`src/rtl/bitstream_uart_tx.sv`:
```
// bitstream_uart_tx: serializes 32-bit configuration bitstream words onto a
// UART line. Each word goes out as 4 bytes, most-significant byte first.
// Each byte is framed LSB first. Build option BITSTREAM_UART_TX_PARITY_EN
// inserts an even-parity bit (8E1); the default build sends plain 8N1.
//
// Handshake: a word is accepted on a rising CLK edge where word_valid and
// word_ready are both high. word_ready is high only in IDLE, so word_valid
// and word_data are ignored while a word is being serialized.
module bitstream_uart_tx #(
  parameter int CLKS_PER_BIT = 868,
  parameter int COUNT_W      = 16
) (
  input  logic               CLK,
  input  logic               RST,
  input  logic [31:0]        word_data,
  input  logic               word_valid,
  output logic               word_ready,
  output logic               Tx,
  output logic               busy,
  output logic [COUNT_W-1:0] word_count,
  output logic [2:0]         dbg_state
);

  localparam int BAUD_W = (CLKS_PER_BIT > 1) ? $clog2(CLKS_PER_BIT) : 1;
  localparam logic [BAUD_W-1:0] BAUD_LAST = BAUD_W'(CLKS_PER_BIT - 1);

  typedef enum logic [2:0] {
    S_IDLE   = 3'd0,
    S_START  = 3'd1,
    S_DATA   = 3'd2,
`ifdef BITSTREAM_UART_TX_PARITY_EN
    S_PARITY = 3'd3,
`endif
    S_STOP   = 3'd4
  } state_t;

  state_t               state_q, state_d;
  logic [31:0]          shift_q, shift_d;
  logic [1:0]           byte_idx_q, byte_idx_d;
  logic [2:0]           bit_idx_q, bit_idx_d;
  logic [BAUD_W-1:0]    baud_q, baud_d;
  logic [COUNT_W-1:0]   count_q, count_d;
  logic                 ready_q, ready_d;
  logic                 busy_q, busy_d;

  logic [7:0]           cur_byte;
  logic                 bit_end;

  assign cur_byte = shift_q[{byte_idx_q, 3'b000} +: 8];
  // The baud counter restarts on every bit boundary, so bit edges never drift.
  assign bit_end  = (baud_q == BAUD_LAST);

  // State and datapath registers with synchronous reset.
  always_ff @(posedge CLK) begin
    if (RST) begin
      state_q    <= S_IDLE;
      shift_q    <= '0;
      byte_idx_q <= '0;
      bit_idx_q  <= '0;
      baud_q     <= '0;
      count_q    <= '0;
      ready_q    <= 1'b0;
      busy_q     <= 1'b0;
    end else begin
      state_q    <= state_d;
      shift_q    <= shift_d;
      byte_idx_q <= byte_idx_d;
      bit_idx_q  <= bit_idx_d;
      baud_q     <= baud_d;
      count_q    <= count_d;
      ready_q    <= ready_d;
      busy_q     <= busy_d;
    end
  end

  // Next-state logic: framing sequencer and bit/byte/baud counters.
  always_comb begin
    state_d    = state_q;
    shift_d    = shift_q;
    byte_idx_d = byte_idx_q;
    bit_idx_d  = bit_idx_q;
    baud_d     = baud_q;
    count_d    = count_q;
    unique case (state_q)
      S_IDLE: begin
        baud_d    = '0;
        bit_idx_d = '0;
        if (word_valid && ready_q) begin
          shift_d    = word_data;
          byte_idx_d = 2'd3;
          state_d    = S_START;
        end
      end
      S_START: begin
        if (bit_end) begin
          baud_d    = '0;
          bit_idx_d = '0;
          state_d   = S_DATA;
        end else begin
          baud_d = baud_q + BAUD_W'(1);
        end
      end
      S_DATA: begin
        if (bit_end) begin
          baud_d = '0;
          if (bit_idx_q == 3'd7) begin
`ifdef BITSTREAM_UART_TX_PARITY_EN
            state_d = S_PARITY;
`else
            state_d = S_STOP;
`endif
          end else begin
            bit_idx_d = bit_idx_q + 3'd1;
          end
        end else begin
          baud_d = baud_q + BAUD_W'(1);
        end
      end
`ifdef BITSTREAM_UART_TX_PARITY_EN
      S_PARITY: begin
        if (bit_end) begin
          baud_d  = '0;
          state_d = S_STOP;
        end else begin
          baud_d = baud_q + BAUD_W'(1);
        end
      end
`endif
      S_STOP: begin
        if (bit_end) begin
          baud_d = '0;
          if (byte_idx_q != 2'd0) begin
            // Next byte starts immediately: no idle gap inside a word.
            byte_idx_d = byte_idx_q - 2'd1;
            state_d    = S_START;
          end else begin
            count_d = count_q + COUNT_W'(1);
            state_d = S_IDLE;
          end
        end else begin
          baud_d = baud_q + BAUD_W'(1);
        end
      end
      default: state_d = S_IDLE;
    endcase
    // Registered so both flags flip on the same edge as the state change.
    ready_d = (state_d == S_IDLE);
    busy_d  = (state_d != S_IDLE);
  end

  // Line driver: decoded from registered state, idle/stop high.
  always_comb begin
    Tx = 1'b1;
    unique case (state_q)
      S_START:  Tx = 1'b0;
      S_DATA:   Tx = cur_byte[bit_idx_q];
`ifdef BITSTREAM_UART_TX_PARITY_EN
      S_PARITY: Tx = ^cur_byte;
`endif
      default:  Tx = 1'b1;
    endcase
  end

  assign word_ready = ready_q;
  assign busy       = busy_q;
  assign word_count = count_q;
  assign dbg_state  = state_q;

endmodule

```
`config.mk`:
```
export PLATFORM = sky130hd
export DESIGN_NAME = bitstream_uart_tx
export DESIGN_NICKNAME = d
export VERILOG_FILES = /design/src/rtl/bitstream_uart_tx.sv
export SDC_FILE = /design/constraint.sdc
export NUM_CORES = 1
export LEC_CHECK = 0
export CAP_MARGIN = 20
export CORE_MARGIN = 2
export CORE_UTILIZATION = 53
export DETAILED_ROUTE_END_ITERATION = 6
export GPL_TIMING_DRIVEN = 1
export PLACE_DENSITY_LB_ADDON = 0.3
export SLEW_MARGIN = 20
export SYNTH_ARGS = -nofsm -noshare
export SYNTH_HDL_FRONTEND = slang
export SYNTH_SLANG_ARGS = --single-unit
```
`constraint.sdc`:
```
create_clock -name CLK -period 2.2 [get_ports CLK]
set_clock_uncertainty 0.1 [all_clocks]
set_input_delay 0.44 -clock CLK [delete_from_list [all_inputs] [get_ports CLK]]
set_output_delay 0.44 -clock CLK [all_outputs]
set_load 0.02 [all_outputs]
```
==> flow_metrics.tcl <==
set metrics [dict create \
    status "complete, but fails checks" \
    failed_checks "negative setup slack" \
    worstReg2RegStart "bit_idx_q[0]$_SDFFE_PP0P_" \
    die_x_um 82.4 \
    io_pins 57 \
    drc 0 \
    crit_path_end_kind "primary output" \
    avgSynthCellArea_um2 8.46 \
    crit_path_start_kind "register" \
    comb_power_share_pct 11.3 \
    timing.rr.end "bit_idx_q[2]$_SDFFE_PP0P_" \
    slew_headroom_pct 65.2 \
    drive_gt1_share_pct 14.5 \
    place_area_mm2 0.00398 \
    fin_area_mm2 0.00423 \
    synth-xor-area-share_pct 3.76 \
    die_area_mm2 0.00679 \
    synth.distinct_cells 52 \
    grt_usage_pct 25.1 \
    final_nets 497 \
    fin_tns_setup_ns -0.347 \
    power.leakage_nw 1.46 \
    synth-async-reset-ratio_pct 0 \
    synth_compound_area_share_pct 14.8 \
    yosys_warnings 0 \
    synth_ff_type "dfxtp_1" \
    syn_area_mm2 0.00326 \
    start_util_pct 55.0 \
    power_frac_seq_pct 48.3 \
    first_pass_iters 6 \
    synth_nets 425 \
    synth_cells 385 \
    hold_buffers 0 \
    power_density_mw_per_mm2 635 \
    crit_required_ns 1.66 \
    drv_slew 0 \
    crit_slowest_cell "mux4_2" \
    antenna_found_initial 0 \
    p_sw_mw 0.636 \
    cts_tree "yes" \
    crit_path_cell_trace "mux4_2 -> mux2i_1 -> nor2_1 -> a311oi_1 -> o41ai_2 -> buf_4" \
    area_growth_pct 29.9 \
    setup_violations 1 \
    die_h_um 82.4 \
    worst_skew_pair.late_latency_ns 0.34 \
    diodes 0 \
    num_vias 3062 \
    post-place-ws_ns -0.606 \
    fp-row-count 28 \
    drt-initial-drc-count 174 \
    nFillCells 465 \
    r2r_cells 9 \
    min_from "shift_q[14]$_SDFFE_PP0P_" \
    ys_seq_area_share_pct 41.8 \
    slowest_delay_ns 0.51 \
    grt_pass1_wl_mm 13.0 \
    drv_cap 0 \
    ir_drop_mv 0.416 \
    synth_seq_cells 68 \
    hold_viol 0 \
    worst_hold_path.endpoint "shift_q[14]$_SDFFE_PP0P_" \
    crit_type "register to primary output" \
    synth_edf_count 0 \
    rsz0062_at_grt "true" \
    finalWorstSetupSlack_ns -0.347 \
    arrival_ns 2.01 \
    path_buf_inv 1 \
    period_share_pct 116 \
    cts_sinks 68 \
    clk_path_buf_depth 2 \
    clockPowerShare_pct 40.4 \
    r2r_slack_ns 0.10 \
    path_clk_slew_ns 0.07 \
    h-tree-depth 3 \
    period_needed_ns 2.55 \
    worst_pin_slew_ns 0.519 \
    postRouteAntennaNets 0 \
    grt_start_max_net_pins 33 \
    cts_buffers 9 \
    overflow 0 \
    clockRootBuffer "clkbuf_8" \
    synth_top_family_by_area "simple AND/OR/NAND/NOR gates" \
    drt_wl_total_mm 8.23 \
    core_mm2 0.00592 \
    routabilityCongestion 0.896 \
    synth.area.mux_share_pct 5.99 \
    hp-class "register to register" \
    sw_frac_of_total_pct 23.7 \
    avgRoutedWirePerCell_um 15.4 \
    cp_max_fo 6 \
    numPortBuffers 56 \
    via_per_inst 5.71 \
    synthAdderAreaFrac_pct 1.92 \
    synth_simple_gate_area_share_pct 26.5 \
    grt_pass1_vias 2896 \
    whs_path_depth 2 \
    max_clock_freq_ghz 0.393 \
    intPower_mw 2.05 \
    crit_family "multiplexers" \
    dp_hpwl_mm 5.68 \
]
-- tightest hold or removal path: stages, from the launching register on --
cell and delay (ns):
dfxtp_1 0.31, nand2_1 0.05, a21oi_1 0.05
-- cells in the final DEF, fill, tap and decap left out, types with 6 or more instances in the layout --
cell type        Yosys  layout
nor3_1              16      16
o21ai_0             12      11
dfxtp_1             68      67
clkdlybuf4s50_1      0      54
inv_1               10      10
nand2_1             74      74
xnor2_1             12      12
nor2_1              28      27
clkbuf_8             3       9
buf_4                0      28
mux2i_1              6       6
nand3_1             10      10
a21oi_1             47      47
-- kinds of logic after synthesis --
kind of cell,Yosys count
AO/OA/AOI/OAI,80
XOR/XNOR,14
adder cells (fa/ha/maj),5
buffers and inverters,33
flip-flops,68
multiplexers,13
AND/OR/NAND/NOR,172
-- cells in the mapped netlist, types with 2 or more instances --
library cell,n,share of area [%]
nand2_1,74,8.5
dfxtp_1,68,42
a21oi_1,47,7.2
nor2_1,28,3.2
nor3_1,16,2.5
clkbuf_1,15,1.7
o21ai_0,12,1.8
xnor2_1,12,3.2
inv_1,10,1.2
nand3_1,10,1.5
mux2i_1,6,1.8
a311oi_1,5,1.3
ha_1,5,1.9
mux4_2,5,3.5
nand3b_1,5,1.2
nand4_1,5,0.96
nor2b_1,5,0.96
a31oi_1,4,0.77
and2_1,4,0.77
a41oi_1,3,0.81
and4_1,3,0.81
buf_2,3,0.46
clkbuf_8,3,1.3
nor3b_1,3,0.69
and3_1,2,0.38
buf_6,2,0.69
mux2_2,2,0.69
nand2b_1,2,0.38
or4_1,2,0.46
xor2_1,2,0.54
-- state kept, by name, summed over array words and instances, names as in the netlist --
name / count
word_count: 16
shift_q: 32
dbg_state: 3
baud_q: 10
busy: 1
byte_idx_q: 2
word_ready: 1
bit_idx_q: 3
-- stage by stage --
stage / power [mW] / instances / hold slack [ns] / utilization (%)
after floorplan: 1.49 / 385 / 0.332 / -
after global placement: 1.61 / 518 / 0.342 / 67.2
after detailed placement: 1.62 / 518 / 0.346 / 67.2
after CTS: 2.69 / 533 / 0.355 / 70.9
after global routing: 2.78 / 536 / 0.382 / 71.4
final: 2.69 / 536 / 0.356 / 71.4
-- layout make-up --
cell class                 instances  area, um^2  area share (%)
sequential                        68        1370            32.3
inverter                          10        37.5           0.887
tap                               75        93.8            2.22
clock inverter                     5        77.6            1.83
timing repair buffer              84         776            18.3
multi-input combinational        284        1750            41.4
clock buffer                      10         128            3.02
-- power by group through the flow --
stage / clock, mW / sequential [mW] / combinational (mW)
floorplan: 0 / 1.32 / 0.166
global placement: 0 / 1.32 / 0.287
detailed placement: 0 / 1.32 / 0.295
CTS: 1.10 / 1.30 / 0.297
global route: 1.15 / 1.30 / 0.327
finish: 1.09 / 1.30 / 0.304
-- routing by layer --
layer / track usage (%) / part of all wire, % / up-vias
met5: 0 / 0 / -
met4: 10.3 / 2.4 / 0
met3: 6.20 / 5.1 / 21
met2: 41.6 / 48 / 103
met1: 31.0 / 44 / 1443
li1: - / - / 1495
-- how the worst max path moves through the flow --
stage	slack (ns)	from	to	cells past startpoint
finish	-0.35	byte_idx_q[1]$_SDFFE_PP0P_	Tx	6
global route	-0.47	byte_idx_q[1]$_SDFFE_PP0P_	Tx	6
CTS	-0.37	byte_idx_q[1]$_SDFFE_PP0P_	Tx	6
detailed placement	-0.61	byte_idx_q[1]$_SDFFE_PP0P_	Tx	6
global placement	-0.53	byte_idx_q[1]$_SDFFE_PP0P_	Tx	6
floorplan	0.03	byte_idx_q[1]$_SDFFE_PP0P_	Tx	6
-- timing repair --
item	CTS	global route
pin swaps	2	3
resized for setup	10	4
setup endpoints to repair	3	6
buffers inserted	0	3
No activity file was read; power rests on OpenSTA's default activity.
